### config.mk
export PLATFORM = sky130hd
export DESIGN_NAME = seq_multiplier
export DESIGN_NICKNAME = d
export VERILOG_FILES = /design/src/rtl/seq_mult_pkg.sv /design/src/rtl/seq_multiplier_shift_add_stage.sv /design/src/rtl/seq_multiplier.sv
export SDC_FILE = /design/constraint.sdc
export NUM_CORES = 1
export LEC_CHECK = 0
export ABC_CLOCK_PERIOD_IN_PS = 2700
export CAP_MARGIN = 20
export CORE_MARGIN = 3
export CORE_UTILIZATION = 56
export DETAILED_ROUTE_END_ITERATION = 6
export PLACE_DENSITY = 0.8
export SLEW_MARGIN = 30
export SYNTH_ARGS = -nofsm -noshare
export SYNTH_HDL_FRONTEND = slang
export SYNTH_SLANG_ARGS = --single-unit
### constraint.sdc
create_clock -name clk -period 2.7 [get_ports clk]
set_input_delay 0.54 -clock clk [delete_from_list [all_inputs] [get_ports clk]]
set_output_delay 0.54 -clock clk [all_outputs]
set_load 0.005 [all_outputs]
### src/rtl/seq_mult_pkg.sv
// Shared definitions for the sequential shift-add multiplier: FSM state
// encoding and the helper that sizes the iteration counter.
package seq_mult_pkg;

  // Controller states; encodings are fixed so they stay stable across builds.
  typedef enum logic [1:0] {
    IDLE   = 2'd0,
    CALC   = 2'd1,
    FINISH = 2'd2
  } state_t;

  // Bits needed to count iterations 0..width-1. Clamped to one bit so the
  // counter never collapses to a zero-width vector.
  function automatic int cnt_width(input int width);
    return (width < 2) ? 1 : $clog2(width);
  endfunction

endpackage

### src/rtl/seq_multiplier_shift_add_stage.sv
// One shift-add step of the multiplier. Purely combinational: conditionally
// adds the multiplicand into the upper half of the accumulator, then shifts
// the whole accumulator right by one. The extra top bit catches the carry.
module shift_add_stage #(
  parameter int width = 5
) (
  input  logic [2*width:0]   i_acc,
  input  logic [width-1:0]   i_mcand,
  input  logic               i_lsb,
  output logic [2*width:0]   o_acc
);

  logic [width:0] w_upper;

  // Conditional add into the upper half, then right shift by one.
  always_comb begin
    w_upper = i_acc[2*width:width];
    if (i_lsb) begin
      w_upper = i_acc[2*width:width] + {1'b0, i_mcand};
    end
    o_acc = {1'b0, w_upper, i_acc[width-1:1]};
  end

endmodule

### src/rtl/seq_multiplier.sv
// Sequential shift-add multiplier producing the full 2*width product over
// width+2 cycles. Signed operands are converted to magnitudes at capture and
// the sign is re-applied in FINISH, so the datapath is always unsigned.
module seq_multiplier
  import seq_mult_pkg::*;
#(
  parameter int width = 5
) (
  input  logic                 clk,
  input  logic                 rst,
  input  logic                 start,
  input  logic                 signed_mode,
  input  logic [width-1:0]     a,
  input  logic [width-1:0]     b,
  output logic                 busy,
  output logic                 done,
  output logic [2*width-1:0]   y,
  output logic                 ovf
);

  localparam int CNT_W = cnt_width(width);
  localparam int ACC_W = 2 * width + 1;

  state_t               r_state;
  state_t               w_state_next;
  logic [CNT_W-1:0]     r_cnt;
  logic [ACC_W-1:0]     r_acc;
  logic [ACC_W-1:0]     w_acc_next;
  logic [width-1:0]     r_mcand;
  logic [width-1:0]     r_mplier;
  logic                 r_neg;
  logic                 r_signed;
  logic [2*width-1:0]   r_y;
  logic                 r_ovf;
  logic                 r_done;

  logic                 w_last_iter;
  logic                 w_capture;
  logic                 w_calc;
  logic                 w_finish;
  logic                 w_a_neg;
  logic                 w_b_neg;
  logic [width-1:0]     w_a_mag;
  logic [width-1:0]     w_b_mag;
  logic                 w_neg_in;
  logic [2*width-1:0]   w_mag;
  logic [2*width-1:0]   w_p;
  logic [width:0]       w_sign_bits;
  logic                 w_ovf_u;
  logic                 w_ovf_s;
  logic                 w_ovf_p;

  assign w_last_iter = (r_cnt == CNT_W'(width - 1));

  // Operand conditioning: the most negative value maps to 2^(width-1),
  // which still fits in an unsigned width-bit magnitude.
  always_comb begin
    w_a_neg  = signed_mode & a[width-1];
    w_b_neg  = signed_mode & b[width-1];
    w_a_mag  = w_a_neg ? -a : a;
    w_b_mag  = w_b_neg ? -b : b;
    w_neg_in = w_a_neg ^ w_b_neg;
  end

  // Single datapath stage shared by every CALC iteration.
  shift_add_stage #(
    .width (width)
  ) u_stage (
    .i_acc   (r_acc),
    .i_mcand (r_mcand),
    .i_lsb   (r_mplier[0]),
    .o_acc   (w_acc_next)
  );

  // Result conditioning: re-apply the sign, then test whether the product
  // fits back into width bits for the active mode.
  always_comb begin
    w_mag       = r_acc[2*width-1:0];
    w_p         = r_neg ? -w_mag : w_mag;
    w_ovf_u     = |w_p[2*width-1:width];
    w_sign_bits = w_p[2*width-1:width-1];
    w_ovf_s     = ~((&w_sign_bits) | (~|w_sign_bits));
    w_ovf_p     = r_signed ? w_ovf_s : w_ovf_u;
  end

  // State register.
  always_ff @(posedge clk or posedge rst) begin
    if (rst) begin
      r_state <= IDLE;
    end else begin
      r_state <= w_state_next;
    end
  end

  // Next-state logic: CALC runs exactly width iterations, FINISH lasts one.
  always_comb begin
    w_state_next = r_state;
    case (r_state)
      IDLE:    if (start) w_state_next = CALC;
      CALC:    if (w_last_iter) w_state_next = FINISH;
      FINISH:  w_state_next = IDLE;
      default: w_state_next = IDLE;
    endcase
  end

  // State decode into datapath enables and the busy flag.
  always_comb begin
    w_capture = (r_state == IDLE) && start;
    w_calc    = (r_state == CALC);
    w_finish  = (r_state == FINISH);
    busy      = (r_state != IDLE);
  end

  // Operand capture and iteration datapath. Captured values are only
  // reloaded from IDLE, so a start while busy cannot disturb them.
  always_ff @(posedge clk or posedge rst) begin
    if (rst) begin
      r_cnt    <= '0;
      r_acc    <= '0;
      r_mcand  <= '0;
      r_mplier <= '0;
      r_neg    <= 1'b0;
      r_signed <= 1'b0;
    end else if (w_capture) begin
      r_cnt    <= '0;
      r_acc    <= '0;
      r_mcand  <= w_a_mag;
      r_mplier <= w_b_mag;
      r_neg    <= w_neg_in;
      r_signed <= signed_mode;
    end else if (w_calc) begin
      r_cnt    <= r_cnt + CNT_W'(1);
      r_acc    <= w_acc_next;
      r_mplier <= r_mplier >> 1;
    end
  end

  // Output registers: done pulses for the single cycle after FINISH, while
  // y and ovf hold until the next completed operation.
  always_ff @(posedge clk or posedge rst) begin
    if (rst) begin
      r_done <= 1'b0;
      r_y    <= '0;
      r_ovf  <= 1'b0;
    end else begin
      r_done <= w_finish;
      if (w_finish) begin
        r_y   <= w_p;
        r_ovf <= w_ovf_p;
      end
    end
  end

  assign done = r_done;
  assign y    = r_y;
  assign ovf  = r_ovf;

endmodule

-- After elaboration in Yosys (flattened, before gate mapping)
Cells that the tools add are included.
- bitwise gates (word level): 5
- reductions and logical operators: 9
- eq/ne operators: 5
- mux-type cells: 14
- add/subtract/negate cells: 5
- operator list (kind ; count):
    2-to-1 mux 11 bit ; 2
    2-to-1 mux 5 bit ; 4
    2-to-1 mux 10 bit ; 1
    negation 10 bit ; 1
    negation 5 bit ; 2
    adder 6 x 5 -> 6 bit ; 1
    2-to-1 mux 3 bit ; 2
    2-to-1 mux 6 bit ; 1
    AND reduction 6 bit ; 1
    OR reduction 6 bit ; 1
    OR reduction 5 bit ; 1
    2-to-1 mux 2 bit ; 2
    != test 2 bit, second input constant ; 2
    one-hot mux 2 bit (2 select lines) ; 1
    nonzero test 2 bit ; 2
    adder 3 x 1 -> 3 bit, second input constant ; 1
    equality test 3 bit, second input constant ; 1
    AND 1 bit ; 2
    equality test 2 x 1 -> 1 bit, second input constant ; 1
    equality test 2 bit, second input constant ; 1
    zero test 2 bit ; 1
    AND reduction 2 bit ; 1
    logical AND 1 bit ; 1
    zero test 1 bit ; 1
    other kinds (4) ; 4
- flip-flop bits (word level): 40
- input port bits: 14
- logic and storage cells: 48
- output and inout port bits: 13

-- Logic depth before layout (Yosys ltp)
Gate-level depths: netlist of run 1.
- depth in word-level cells: 7
- depth in mapped cells: 7

-- Cells and area by module
Synthesis of run 1 repeated with hierarchy kept, for this count alone.
- cells, all modules: 291
- area total of the unflattened synthesis: 2464.9 µm²
- by module, submodules not included (module ; area an instance (µm²) ; times used ; cells each):
    seq_multiplier ; 2130.8 ; 1 ; 248
    shift_add_stage ; 334.1 ; 1 ; 43

-- Worst setup path before layout of run 1
No wires, ideal clock.
- kind: register to register
- start: reg r_acc[1]
- end: reg r_ovf (netlist: ovf)
- path buffers: 0
- path slack: 0.789 ns
- cell stages (with the launch flop): 8
- data arrival time: 1.774 ns
- period minus slack after synthesis: 1.911 ns
- cells stage by stage: dfrtp_1 -> inv_1 -> ha_1 -> nor3b_1 -> or3_1 -> a221oi_1 -> nor4b_1 -> a211oi_2
- longest elaborated chain between the ends: 7
- RTL lines (element ; line ; text):
    start: declaration ; seq_multiplier.sv:27 ; logic [ACC_W-1:0] r_acc;
    start signal: assignment ; seq_multiplier.sv:133 ; r_acc <= w_acc_next;
    negation 10 bit (*) ; seq_multiplier.sv:79 ; w_p = r_neg ? -w_mag : w_mag;
    2-to-1 mux 10 bit (*) ; seq_multiplier.sv:79 ;
    OR reduction 6 bit ; seq_multiplier.sv:82 ; w_ovf_s = ~((&w_sign_bits) | (~|w_sign_bits));
    zero test 1 bit ; seq_multiplier.sv:82 ;
    OR 1 bit ; seq_multiplier.sv:82 ;
    inverter 1 bit ; seq_multiplier.sv:82 ;
    2-to-1 mux 1 bit (*) ; seq_multiplier.sv:83 ; w_ovf_p = r_signed ? w_ovf_s : w_ovf_u;
    end signal: assignment ; seq_multiplier.sv:149 ; r_ovf <= w_ovf_p;
    end: declaration ; seq_multiplier.sv:34 ; logic r_ovf;
Mark *: on every way between the ends. The rest lies on a longest branch, timed or not.
A chain may end at the register's enable or synchronous reset.

-- Worst setup path in the final report of run 1
Ends and elaborated chain as after synthesis.

==> results.md, run 1 <==
- Via density per instance: 5.59
- Ys async rst share: 100%
- Routed len/inst: roughly 13 um
- Final Cell Area: between 2000 and 3000 sq um
- DRC: 0
- GP Congestion: 0.907
- Placed Cells incl. Taps: 317
- Sw frac: between 40% and 50%
- Chip width: approximately 70 um
- WP data arrival: ~2.4 ns
- Most common cell after layout, fill and taps aside: nand2_1
- Die Y: approximately 70 um
- Worst hold margin: about 0.48 ns
- Largest area contributor in the netlist: dfrtp_1
- Max-Cap Viols: 0
- Hold Path End: y[0]
- Static Leak: ~1.2 nW
- Max clock buf depth: 2
- Crit-path max FO: 5
- Vias in the first global route: between 1500 and 2000
- Fin. Hold Viols: 0
- Kind of critical path: flip-flop to flip-flop
- Clk pwr share: a little over an eighth
- Max Clk Rate: between 400 and 500 MHz
- Max incr delay on CP: between 0.4 and 0.5 ns
- Min Tclk post-route: about 2.2 ns
- Distinct cell type count after synthesis: 51
- Root Driver: clkbuf_8
- Worst R2R Setup Slack: 0.51 ns
- Layout area overhead: 15.4%
- Setup crit end kind: flip-flop
- CP cell instances: inv_1 -> ha_1 -> nor3b_1 -> o21ai_0 -> a221oi_1 -> nor4b_1 -> a211oi_2
- Dpl hpwl: around 3.1 mm
- DP Area: approximately 2600 sq um
- FF+latch count, synth: 39
- Cell Area, Synth: between 2000 and 2500 sq um
- Finished Layout Cells: about 330
- Starting Density: around 60%
- Primary FF master, synth: dfrtp_1
- Row cnt: 22
- Area share of the largest cell type after synthesis: a little over two fifths
- Worst-Margin Slew: just under 0.8 ns
- Skew-Pair Late Insertion Delay: 0.29 ns
- Post-CTS Hold Fix Bufs: 0
- Outcome: completed
- Post-Syn Instances: 255
- Yosys warns: 0
- Crit-path slowest cell: nor3b_1
- WP data required: ~2.9 ns
- Part of the power in registers: between 30% and 40%
- H-tree levels: 2
- Clock-pin slew on the worst setup and hold paths: around 0.07 ns
- Pins over their slew limit: 0
- Sw Pwr: between 1 and 1.5 mW
- Crit share post-route: about 80%
- Launch point of the worst hold path: y[0]
- GRT overflow: 0
- Most frequent cells in the layout: nand2_1, dfrtp_1, o21ai_0, clkdlybuf4s50_1
- Layout cells sized above 1: approximately 6.1%
- Avg Cell Area, Syn: around 9 sq um
- Synth Net Count: 280
- Core Region: between 3000 and 4000 sq um
- Post-synth EDFFs: 0
- Power Density: about 1000 nW/um^2
- P_int: about 1.6 mW
- DRT Pass-1 Iters: 4
- Worst R2R Path Depth: 7
- Ant diodes: 0
- Total Wirelength: 4.15 mm
- Largest cells by area after synthesis: dfrtp_1, nand2_1, o21ai_0
- Final ANT Viol Nets: 0
- IO Pins: 27
- RSZ-0062 raised after global routing: no
- Total track usage: between 15 and 20%
- Die ar.: slightly below 5000 sq um
- Total CTS buffers: 5
- Worst min path class: flip-flop to flip-flop
- DP Worst Slack: 0.549 ns
- CTS tree: done
- Fillers: 311
- I/O Buffers: 26
- Post-CTS Setup Inserts: 0
- Worst slew margin: about half
- Worst reg2reg path endpoint: ovf
- Via count: ~1800
- Clock sink count: 39
- Largest net degree at the start of global routing: 40
- Worst setup margin: between 0.5 and 0.6 ns
- Global-route wire length before repair: about 7.3 mm
- Skew final: between 0.003 and 0.004 ns
- Setup violators final: 0
- Hold path depth: 2
- Setup TNS: 0 ns
- Critical path launch point type: flip-flop
- Initial antenna violation count: 0
- Post-cts resize count: 0
- Final nets: approximately 300
- Iteration-0 DRC Markers: 80
- Sequential area share after synthesis: roughly 43%
- Worst ir drop on vdd: between 0.4 and 0.5 mV
- FF-to-FF Start: r_acc[1]
- Combinational Power Share: about 47%
==> critical path, delay by kind of cell, from the launching register on <==
family	cells	cell delay, ns
buffers and inverters	1	0.12
flip-flops	1	0.42
adder cells (fa/ha/maj)	1	0.21
AND/OR/NAND/NOR	2	0.78
AO/OA/AOI/OAI	3	0.54
==> metrics by stage <==
step	util (%)	total power, mW
2_1_floorplan	-	2.01
3_3_place_gp	67.4	2.36
3_5_place_dp	67.4	2.40
4_1_cts	69.6	2.78
5_1_grt	69.6	3.02
6_report	69.6	2.75
==> power by group through the flow <==
| stage | registers (mW) | clock network, mW | logic (mW) |
|---|---|---|---|
| floorplan | 0.973 | 0 | 1.04 |
| global placement | 1.09 | 0 | 1.26 |
| detailed placement | 1.11 | 0 | 1.30 |
| CTS | 1.09 | 0.391 | 1.30 |
| global route | 1.14 | 0.415 | 1.46 |
| finish | 1.09 | 0.378 | 1.28 |
==> cell type report <==
type | instances | area, sq um | share of cell area [%]
multi-input cells | 185 | 1180 | 44.6
flip-flops and latches | 39 | 976 | 36.9
well taps | 48 | 60.1 | 2.27
clock buffers | 7 | 76.3 | 2.89
clock inverters | 1 | 5.00 | 0.189
inverters | 15 | 56.3 | 2.13
repair buffers | 30 | 290 | 11.0
==> cell usage after synthesis (all sizes together), types with 2 or more instances <==
library cell,n
buf,6
clkbuf,10
and2,2
nand3,13
a21oi,5
dfrtp,39
a211oi,2
o21ai,27
nand2b,4
a22oi,2
ha,10
a21o,2
o311ai,2
a31oi,4
nor4,3
nor4b,2
nor2,14
xor2,8
nand2,47
mux2i,6
xnor2,7
inv,14
o31ai,4
==> kinds of logic after synthesis <==
| logic type | count (synthesis) | synth area share [%] |
|---|---|---|
| AOI/OAI and AO/OA | 56 | 15.8 |
| adders and majority gates | 11 | 6.34 |
| xor gates and xnor gates | 15 | 6.39 |
| muxes | 6 | 2.62 |
| buffers and inverters | 31 | 5.90 |
| DFF | 39 | 42.6 |
| and+or+nand+nor | 97 | 20.3 |
==> worst max path at each step <==
| stage | cells after the start | end | slack [ns] | from |
|---|---|---|---|---|
| 3_3_place_gp | 7 | ovf | 0.60 | r_acc[1] |
| 4_1_cts | 7 | ovf | 0.51 | r_acc[1] |
| 3_5_place_dp | 7 | ovf | 0.55 | r_acc[1] |
| 2_1_floorplan | 7 | ovf | 0.79 | r_acc[1] |
| 5_1_grt | 7 | ovf | 0.30 | r_acc[1] |
| 6_report | 7 | ovf | 0.51 | r_acc[1] |
==> sequential cells by signal, indices dropped and copies added, names as in the netlist, 2 cells and up <==
signal,count
r_cnt,3
r_mcand,5
r_mplier,5
r_acc,10
r_state,2
y,10
==> layer usage <==
| layer | up-vias | GRT usage [%] | part of all wire, % |
|---|---|---|---|
| met1 | 844 | 23.6 | 44 |
| met2 | 50 | 30.7 | 49 |
| li1 | 918 | - | - |
| met5 | - | 0 | 0 |
| met4 | 0 | 6.38 | 0.92 |
| met3 | 4 | 4.46 | 6.1 |
Note: power is estimated with default switching activity, not from simulation.
==> run 2, diff against run 1 <==
--- a/config.mk
+++ b/config.mk
@@ -5,12 +5,12 @@
 export SDC_FILE = /design/constraint.sdc
 export NUM_CORES = 1
 export LEC_CHECK = 0
-export ABC_CLOCK_PERIOD_IN_PS = 2700
+export ABC_CLOCK_PERIOD_IN_PS = 2000
 export CAP_MARGIN = 20
 export CORE_MARGIN = 3
-export CORE_UTILIZATION = 56
+export CORE_UTILIZATION = 50
 export DETAILED_ROUTE_END_ITERATION = 6
-export PLACE_DENSITY = 0.8
+export PLACE_DENSITY = 0.75
 export SLEW_MARGIN = 30
 export SYNTH_ARGS = -nofsm -noshare
 export SYNTH_HDL_FRONTEND = slang
==> constraint.sdc (replaced) <==
create_clock -name clk -period 2 [get_ports clk]
set_input_delay 0.4 -clock clk [delete_from_list [all_inputs] [get_ports clk]]
set_output_delay 0.4 -clock clk [all_outputs]
set_load 0.005 [all_outputs]
==> run 2 against run 1 <==
Effect of this change:
- sequential cell count unchanged
- first-iteration DRC count grew 26%
- non-clock buffer count rose by 20
- register-to-register slack got worse by 0.41 ns
- via count up 6.0%
- total power rose by 49%
- wire length rose by 8.0%
- largest power group unchanged
==> results.md, run 2 (synthesis gave the netlist of run 1 again) <==
- WP data required: about 2.2 ns
- Final Cell Area: ~2900 sq um
- Most frequent cells in the layout: nand2_1, dfrtp_1, clkdlybuf4s50_1
- Global-route wire length before repair: 7.99 mm
- Post-CTS Hold Fix Bufs: 0
- Layout area overhead: 25.1%
- Initial antenna violation count: 0
- Via count: between 1500 and 2000
- Setup crit end kind: flip-flop
- Vias in the first global route: 1875
- Max Clk Rate: about 530 MHz
- Clock sink count: 39
- Worst ir drop on vdd: around 0.6 mV
- Root Driver: clkbuf_8
- Fin. Hold Viols: 0
- H-tree levels: 2
- Skew final: 0.00572 ns
- DRT Pass-1 Iters: 5
- I/O Buffers: 26
- WP data arrival: 2.06 ns
- Setup TNS: 0 ns
- M1 GR Usage: 21.8%
- DRC: 0
- Crit-path max FO: 8
- Via density per instance: about 5.5
- Total track usage: around a fifth
- Worst-Margin Slew: approximately 0.76 ns
- Routed len/inst: 12.9 um
- Max incr delay on CP: approximately 0.44 ns
- DP Worst Slack: -0.0824 ns
- Min Tclk post-route: between 1.5 and 2 ns
- Static Leak: around 1.3 nW
- Worst slew margin: between 40% and 50%
- Kind of critical path: flip-flop to flip-flop
- Worst setup margin: 0.104 ns
- Clock-pin slew on the worst setup and hold paths: ~0.070 ns
- Starting Density: a little over half
- Max-Cap Viols: 0
- Final nets: approximately 320
- Placed Cells incl. Taps: ~330
- Chip width: 73.7 um
- Met2 Usage GRT: 33.5%
- Pins over their slew limit: 0
- Final ANT Viol Nets: 0
- M3 GR Usage: roughly 4.2%
- Bufs and invs on worst path: 1
- Row cnt: 23
- Total Wirelength: 4.48 mm
- Layout cells sized above 1: between 10% and 20%
- Die Y: between 70 and 80 um
- CTS tree: done
- Dpl hpwl: approximately 3.2 mm
- Critical path launch point type: flip-flop
- Most common cell after layout, fill and taps aside: nand2_1
- Critical path's top delay family: simple AND/OR/NAND/NOR gates
- Outcome: completed
- Largest net degree at the start of global routing: 40
- CP cell instances: buf_4 -> or2_2 -> o31ai_4 -> xor2_2 -> and4_1 -> a211oi_2
- Power Density: about 1400 nW/um^2
- Worst min path class: flip-flop to flip-flop
- Die ar.: about 5400 sq um
- Total CTS buffers: 5
- Tot Pwr: around 4.1 mW
- Global route hottest layer: met2
- Crit-path slowest cell: dfrtp_2
- Skew-Pair Late Insertion Delay: 0.29 ns
- Crit share post-route: a little over nine tenths
- Setup violators final: 0
- Ant diodes: 0
- IO Pins: 27
- Core Region: ~4200 sq um
- Finished Layout Cells: 347
- GRT overflow: 0
- Iteration-0 DRC Markers: 101
- DP Area: 2680 sq um
- Max clock buf depth: 2
- GP Congestion: around 0.85
==> run 2: final cells by class <==
class                           count  area [sq um]
Multi-Input combinational cell    185          1240
Tap cell                           50          62.6
Timing Repair Buffer               50           440
Inverter                           15          56.3
Clock inverter                      1          5.00
Clock buffer                        7          76.3
Fill cell                         366          1340
Sequential cell                    39           980
==> run 2: final timing paths <==
kind,startpoint,endpoint,slack [ns],cells after the start
worst min-delay path,y[9],y[9],0.48,2
worst max-delay path,r_acc[5],ovf,0.10,6
worst max register to register,r_acc[5],ovf,0.10,6
max in group asynchronous,rst,r_acc[2],1.13,3
worst min register to register,y[9],y[9],0.48,2
min in group asynchronous,rst,y[1],0.52,3
==> run 2: worst register-to-register path: stages, from the launching register on <==
cell and delay, ns:
dfrtp_2 0.44, buf_4 0.17, or2_2 0.34, o31ai_4 0.26, xor2_2 0.25, and4_1 0.24
a211oi_2 0.06
==> run 2: per-layer routing <==
metal / vias up / part of all wire [%]
li1: 960 / -
met1: 912 / 44
met2: 47 / 50
met3: 6 / 4.4
met4: 0 / 1.1
met5: - / 0
==> run 2: where the power goes <==
part / internal [mW] / switching [mW]
sequential: 1.12 / 0.252
clock: 0.245 / 0.265
combinational: 1.11 / 1.12
total: 2.48 / 1.63
==> run 2: through the flow <==
stage               hold WS, ns  utilization [%]
finish                    0.477             68.2
global route              0.512             68.2
CTS                       0.485             66.2
detailed placement        0.469             63.7
global placement          0.461             63.7
floorplan                 0.450                -
==> run 2: timing repair <==
item | CTS | global route
resized for setup | 4 | 11
setup endpoints to repair | 1 | 1
endpoints found under the hold margin | 0 | 0
pin swaps | 0 | 5
buffers inserted | 0 | 5
